**src/rtl/piso_pkg.sv**
```systemverilog
// Shared definitions for the parallel-in serial-out serializer.
// State encoding and default word width.
package piso_pkg;

    localparam int PISO_WIDTH_DEF = 8;

    typedef enum logic [1:0] {
        IDLE   = 2'd0,
        SHIFT  = 2'd1,
        PARITY = 2'd2
    } piso_state_e;

endpackage

```
**src/rtl/piso_bit_counter.sv**
```systemverilog
// Bit position counter for the serializer: synchronous clear, enable,
// and a terminal flag at WIDTH-1. Saturates at WIDTH-1 so it never wraps inside a word.
module piso_bit_counter
    import piso_pkg::*;
#(
    parameter int WIDTH = PISO_WIDTH_DEF
) (
    input  logic clk,
    input  logic reset_n,
    input  logic clr,
    input  logic en,
    output logic last
);

    localparam int CW = $clog2(WIDTH);
    localparam logic [CW-1:0] LAST_IDX = CW'(WIDTH - 1);

    logic [CW-1:0] cnt_q;
    logic [CW-1:0] cnt_d;

    always_comb begin
        cnt_d = cnt_q;
        if (clr) begin
            cnt_d = '0;
        end else if (en && (cnt_q != LAST_IDX)) begin
            cnt_d = cnt_q + CW'(1);
        end
    end

    always_ff @(posedge clk or negedge reset_n) begin
        if (!reset_n) begin
            cnt_q <= '0;
        end else begin
            cnt_q <= cnt_d;
        end
    end

    assign last = (cnt_q == LAST_IDX);

endmodule

```
**src/rtl/piso_serializer.sv**
```systemverilog
// Parallel-in serial-out converter, MSB first, with valid/ready on the serial side.
// Optional trailing even-parity bit when PISO_PARITY_EN is defined.
//
//   state  | meaning
//   IDLE   | load_ready high, waiting for load_valid
//   SHIFT  | shift register MSB on sout, one bit per ser_ready edge
//   PARITY | even parity of the captured word on sout (PISO_PARITY_EN only)
module piso_serializer
    import piso_pkg::*;
#(
    parameter int WIDTH = PISO_WIDTH_DEF
) (
    input  logic             clk,
    input  logic             reset_n,
    input  logic [WIDTH-1:0] d,
    input  logic             load_valid,
    output logic             load_ready,
    input  logic             ser_ready,
    output logic             sout,
    output logic             sout_valid,
    output logic             done
);

    piso_state_e      state_q;
    piso_state_e      state_d;
    logic [WIDTH-1:0] sr_q;
    logic [WIDTH-1:0] sr_d;
    logic             done_q;
    logic             done_d;
    logic             cnt_clr;
    logic             cnt_en;
    logic             cnt_last;
`ifdef PISO_PARITY_EN
    logic             par_q;
    logic             par_d;
`endif

    piso_bit_counter #(
        .WIDTH (WIDTH)
    ) u_bit_counter (
        .clk     (clk),
        .reset_n (reset_n),
        .clr     (cnt_clr),
        .en      (cnt_en),
        .last    (cnt_last)
    );

    always_comb begin
        state_d = state_q;
        sr_d    = sr_q;
        done_d  = 1'b0;
        cnt_clr = 1'b0;
        cnt_en  = 1'b0;
`ifdef PISO_PARITY_EN
        par_d   = par_q;
`endif
        case (state_q)
            IDLE: begin
                if (load_valid) begin
                    sr_d    = d;
                    cnt_clr = 1'b1;
                    state_d = SHIFT;
`ifdef PISO_PARITY_EN
                    par_d   = ^d;
`endif
                end
            end
            SHIFT: begin
                if (ser_ready) begin
                    sr_d = {sr_q[WIDTH-2:0], 1'b0};
                    if (cnt_last) begin
                        // Counter is left at zero so the next load starts clean.
                        cnt_clr = 1'b1;
`ifdef PISO_PARITY_EN
                        state_d = PARITY;
`else
                        state_d = IDLE;
                        done_d  = 1'b1;
`endif
                    end else begin
                        cnt_en = 1'b1;
                    end
                end
            end
`ifdef PISO_PARITY_EN
            PARITY: begin
                if (ser_ready) begin
                    state_d = IDLE;
                    done_d  = 1'b1;
                end
            end
`endif
            default: begin
                state_d = IDLE;
            end
        endcase
    end

    always_ff @(posedge clk or negedge reset_n) begin
        if (!reset_n) begin
            state_q <= IDLE;
            sr_q    <= '0;
            done_q  <= 1'b0;
`ifdef PISO_PARITY_EN
            par_q   <= 1'b0;
`endif
        end else begin
            state_q <= state_d;
            sr_q    <= sr_d;
            done_q  <= done_d;
`ifdef PISO_PARITY_EN
            par_q   <= par_d;
`endif
        end
    end

    // Outputs decode registered state only; no input reaches an output combinationally.
    always_comb begin
        sout = 1'b0;
        case (state_q)
            SHIFT:   sout = sr_q[WIDTH-1];
`ifdef PISO_PARITY_EN
            PARITY:  sout = par_q;
`endif
            default: sout = 1'b0;
        endcase
    end

    assign load_ready = (state_q == IDLE);
    assign sout_valid = (state_q != IDLE);
    assign done       = done_q;

endmodule

```
**config.mk**
```make
export PLATFORM = sky130hd
export DESIGN_NAME = piso_serializer
export DESIGN_NICKNAME = d
export VERILOG_FILES = /design/src/rtl/piso_pkg.sv /design/src/rtl/piso_bit_counter.sv /design/src/rtl/piso_serializer.sv
export SDC_FILE = /design/constraint.sdc
export NUM_CORES = 1
export LEC_CHECK = 0
export BUFFER_PORTS_ARGS = -buffer_cell sky130_fd_sc_hd__buf_2
export CORE_AREA = 2 2 42 44
export CTS_CLUSTER_DIAMETER = 200
export DETAILED_ROUTE_END_ITERATION = 8
export DIE_AREA = 0 0 44 46
export PLACE_DENSITY = 0.73
export SETUP_SLACK_MARGIN = 0.02
export SKIP_LAST_GASP = 1
export SLEW_MARGIN = 10
export SYNTH_ARGS = -nofsm -noshare
export SYNTH_HDL_FRONTEND = slang
export SYNTH_HIERARCHICAL = 1
export SYNTH_SLANG_ARGS = --single-unit
export TNS_END_PERCENT = 10
```
**constraint.sdc**
```tcl
create_clock -name clk -period 3.3 [get_ports clk]
set_input_delay 0.825 -clock clk [delete_from_list [all_inputs] [get_ports clk]]
set_output_delay 0.825 -clock clk [all_outputs]
set_load 0.005 [all_outputs]
```
Word level (Yosys, flattened, before mapping) --
Cells that the tools add are included.
Operators by class: equality and inequality tests 6, reductions and logical operators 7, $add $sub $neg 1, muxes and demuxes 18
Operators by type and width (number):
- 8-bit two-way mux | 2
- 8-bit case mux with 2 select lines | 1
- 1-bit two-way mux | 8
- 2-bit two-way mux | 3
- 3-bit two-way mux | 2
- 2-bit != test, second input constant | 3
- 3-bit AND reduction | 2
- 2-bit nonzero test | 3
- 2-bit case mux with 2 select lines | 1
- 3-bit by 1-bit adder with 3-bit output, second input constant | 1
- 3-bit == test, second input constant | 1
- 3-bit != test, second input constant | 1
- 2-bit by 1-bit == test with 1-bit output, second input constant | 1
- 2-bit logical NOT | 1
- 1-bit case mux with 2 select lines | 1
- 1-bit logical AND | 1
Word-level totals: register bits after elaboration 14, word-level logic and storage cells 36

Depth between registers and ports, before layout --
depth in word-level cells 7, depth in mapped cells 6

Cells and area by module --
The synthesis kept the hierarchy.
By module, submodules not included:
- piso_serializer | area an instance 558.0 um^2, cells each 44, times used 1, seq. area each 250.2 um^2
- piso_bit_counter | area an instance 183.9 um^2, cells each 15, times used 1, seq. area each 75.1 um^2

Worst setup path before layout --
No wires, ideal clock.
path type input -> register, start point input ser_ready, end point register u_bit_counter.cnt_q[0], cell stages on the path 5, path buffers 1, setup slack 1.558 ns, setup time 0.125 ns, arrival time 1.616 ns, cells stage by stage buf_6 nand2_1 nor2_1 nor2b_4 mux2_4
Between the ends: longest elaborated chain between the ends 4
Ends and longest elaborated chain:
- from (decl) | line piso_serializer.sv:18 | input logic ser_ready,
- 1-bit two-way mux | line piso_serializer.sv:69 | if (ser_ready) begin
- 1-bit two-way mux | line piso_serializer.sv:57 | case (state_q)
- net cnt_en | line piso_serializer.sv:31 | logic cnt_en;
- 1-bit logical AND | line piso_bit_counter.sv:25 | end else if (en && (cnt_q != LAST_IDX)) begin
- 2-bit nonzero test (no line)
- to (signal assigned) | line piso_bit_counter.sv:34 | cnt_q <= cnt_d;
- to (decl) | line piso_bit_counter.sv:18 | logic [CW-1:0] cnt_q;
The timed path passes the listed nets, and every way through them passes these cells. A chain may end at the register's enable or synchronous reset.

Final worst setup path --
start point register state_q[0], end point output load_ready
Between the ends: longest elaborated chain between the ends 1
Ends and longest elaborated chain:
- from (decl) | line piso_serializer.sv:24 | piso_state_e state_q;
- from (signal assigned) | line piso_serializer.sv:108 | state_q <= state_d;
- 2-bit logical NOT | line piso_serializer.sv:129 | assign load_ready = (state_q == IDLE);
- to (decl) | line piso_serializer.sv:17 | output logic load_ready,
Every way passes these cells.

==> results.md <==
* Starting density of the core at 46.0%
* Width of the die at 44 µm
* Yosys top cell area share at 43.8%
* Area post-placement at 805 µm²
* Io pins at 16
* Worst hold path type: input port to asynchronous set/reset pin
* Multi-input logic area at 379 µm²
* Sequential power share at 48.1%
* Clk_lat worst skew at 0.28 ns
* Met1 Routed Length at 516 µm
* Worst EP required at 2.47 ns
* H-tree depth at 1
* Ys Warns at 6
* DP Wirelength at 870 µm
* Switching pwr at 0.175 mW
* Antenna diodes at 0
* Slowest stage cell, crit path: dfrtp_1
* Post-route clock skew at 0.00639 ns
* Share of layout cells above drive strength 1 at 28.0%
* First-pass GRT wire length at 2030 µm
* Layout area overhead at 12.0%
* Setup TNS at 0 ns
* Post-synthesis cell type count at 17
* Crit path depth at 2
* Routed Antenna Nets at 0
* Num rows at 15
* Clk root buf: clkbuf_4
* Reg-to-reg startpoint: u_bit_counter/cnt_q[0]$_DFFE_PN0P_
* Synth area leaders: dfrtp_1, mux2i_1, buf_6
* Pint at 0.371 mW
* Post-layout min period at 2.13 ns
* CTS tree: done
* Setup bufs post-CTS at 0
* PwrDens at 658 mW/mm²
* Worst slew margin at 63.1%
* GR Util All Layers at 14.9%
* Sequential element share of the synthesized area at 43.8%
* Aggregate routed wire length at 1160 µm
* Global route overflow at 0
* FF+latch count, synth at 13
* Final nets at 90
* Die area at 0.00202 mm²
* Syn nets at 73
* Crit-path leading delay family: flip-flops
* Clock network power share at 18.1%
* Nature of the critical path endpoint: output port
* DR WL met2 at 556 µm
* Mapped Area at 742 µm²
* Synth Area per Inst at 12.6 µm²
* P_leak at 0.489 nW
* Maximum clock path buffer count at 2
* Maximum vdd ir drop at 0.312 mV
* Clock transition at path regs at 0.08 ns
* Post-route clock period utilization at 64.6%
* Resized cells post-CTS at 0
* Met3 wire len at 58 µm
* # DRC at 0
* Pins over their slew limit at 0
* Outcome: completed
* Top Metal Used: met4
* Comb power frac at 33.8%
* CP Cell Sequence: inv_1, buf_2
* Worst path arrival time at 1.31 ns
* Fmax at 469 MHz
* Reg-to-reg setup timing slack at 1.61 ns
* DR WL/cell at 12.6 µm
* Fill cells at 164
* Buffers on Ports at 15
* Worst-margin pin slew at 0.553 ns
* DR iter-0 viols at 4
* Cell taking the most area after synthesis: dfrtp_1
* RSZ-0062 raised after global routing: false
* Worst r2r dst: u_bit_counter/cnt_q[0]$_DFFE_PN0P_
* Slowest stage delay, CP at 0.70 ns
* Largest net degree at the start of global routing at 15
* Critical path class: register to output port
* Final hold vios at 0
* FF-to-FF path depth at 5
* Num Clock Sinks at 13
* Routability congestion estimate at 0.794
* Final Instance Area at 831 µm²
* Reported max-cap violation count at 0
* Initial antenna violation count at 0
* Max FO, Critical Path at 14
* # setup viols final at 0
* Critical path startpoint category: register
* Mapped Cells at 59
* Core area at 0.00161 mm²
* Hold buffer count at CTS at 0
* First-pass DRT Iterations at 3
* Via Count at 493
* Vias in the first global route at 488
* Die H at 46 µm
* Net Sw Frac at 32.0%
* Num CTS Buffers at 3
* FF/Latch Area at 325 µm²
* Worst Path Buf+Inv at 2
* DR vias/cell at 5.36
## how the worst max path moves through the flow
stage                                      start                                  to  slack, ns
after global placement                 ser_ready  u_bit_counter/cnt_q[0]$_DFFE_PN0P_       1.37
final                     state_q[0]$_DFFE_PN0P_                          load_ready       1.17
after detailed placement               ser_ready  u_bit_counter/cnt_q[0]$_DFFE_PN0P_       1.33
after floorplan                        ser_ready  u_bit_counter/cnt_q[0]$_DFFE_PN0P_       1.56
after global routing      state_q[0]$_DFFE_PN0P_                          load_ready       1.07
after CTS                 state_q[0]$_DFFE_PN0P_                          load_ready       1.14
## registers in the layout, indices dropped and copies added (netlist names)
name                 count
done                     1
sr_q                     8
state_q                  1
u_bit_counter/cnt_q      3
## layout by cell type, fill, tap and decap left out
| cell | count |
|---|---|
| dfrtp_1 | 13 |
| nand4bb_1 | 2 |
| nand2b_1 | 2 |
| mux2_4 | 1 |
| a32o_1 | 1 |
| a21o_1 | 1 |
| o21ai_1 | 2 |
| and2_1 | 1 |
| inv_1 | 1 |
| nand2_1 | 1 |
| ha_1 | 2 |
| clkbuf_4 | 3 |
| and3_4 | 1 |
| nor2b_4 | 1 |
| mux2i_1 | 22 |
| buf_2 | 15 |
| nor2_1 | 4 |
| clkbuf_1 | 1 |
| nor2b_1 | 1 |
## synthesized netlist by cell type (all sizes together)
master and instances:
inv 1, ha 2, nand2b 2, a32o 1
o21ai 2, nor2b 2, a21o 1, mux2i 22
nand4bb 2, buf 3, dfrtp 13, and3 1
mux2 1, nor2 4, nand2 1, and2 1
## final cells by class
type                            count  area share, %
Multi-Input combinational cell     42           45.6
Sequential cell                    13           39.2
Timing Repair Buffer               15           9.04
Clock buffer                        4           3.16
Tap cell                           17           2.56
Inverter                            1          0.452
## through the flow
step | util, % | instances | setup slack (ns) | hold slack [ns] | power (mW)
global route | 51.5 | 92 | 1.07 | 0.428 | 0.595
floorplan | - | 59 | 1.56 | 0.466 | 0.409
CTS | 51.5 | 92 | 1.14 | 0.419 | 0.556
detailed placement | 49.8 | 88 | 1.33 | 0.494 | 0.456
global placement | 49.8 | 88 | 1.37 | 0.479 | 0.451
finish | 51.5 | 92 | 1.17 | 0.414 | 0.546
## power by group through the flow
stage	registers, mW	logic (mW)	clock network (mW)
floorplan	0.248	0.161	0
global placement	0.266	0.185	0
detailed placement	0.268	0.188	0
CTS	0.265	0.188	0.103
global route	0.273	0.214	0.108
finish	0.263	0.185	0.0987
## metal layers
layer / up-vias / global-route usage (%)
met5: - / 0
met1: 232 / 16.0
met4: 0 / 9.09
li1: 244 / -
met3: 5 / 7.14
met2: 12 / 23.5
## cells by family (layout without fill, tap and decap cells)
family	after synthesis	in the layout	synth area share [%]
and+or+nand+nor	13	13	12.3
muxes	23	23	31.7
buffers and inverters	4	20	5.06
adders and majority gates	2	2	3.37
DFF	13	13	43.8
AOI/OAI and AO/OA	4	4	3.71
Note: power is estimated with default switching activity, not from simulation.
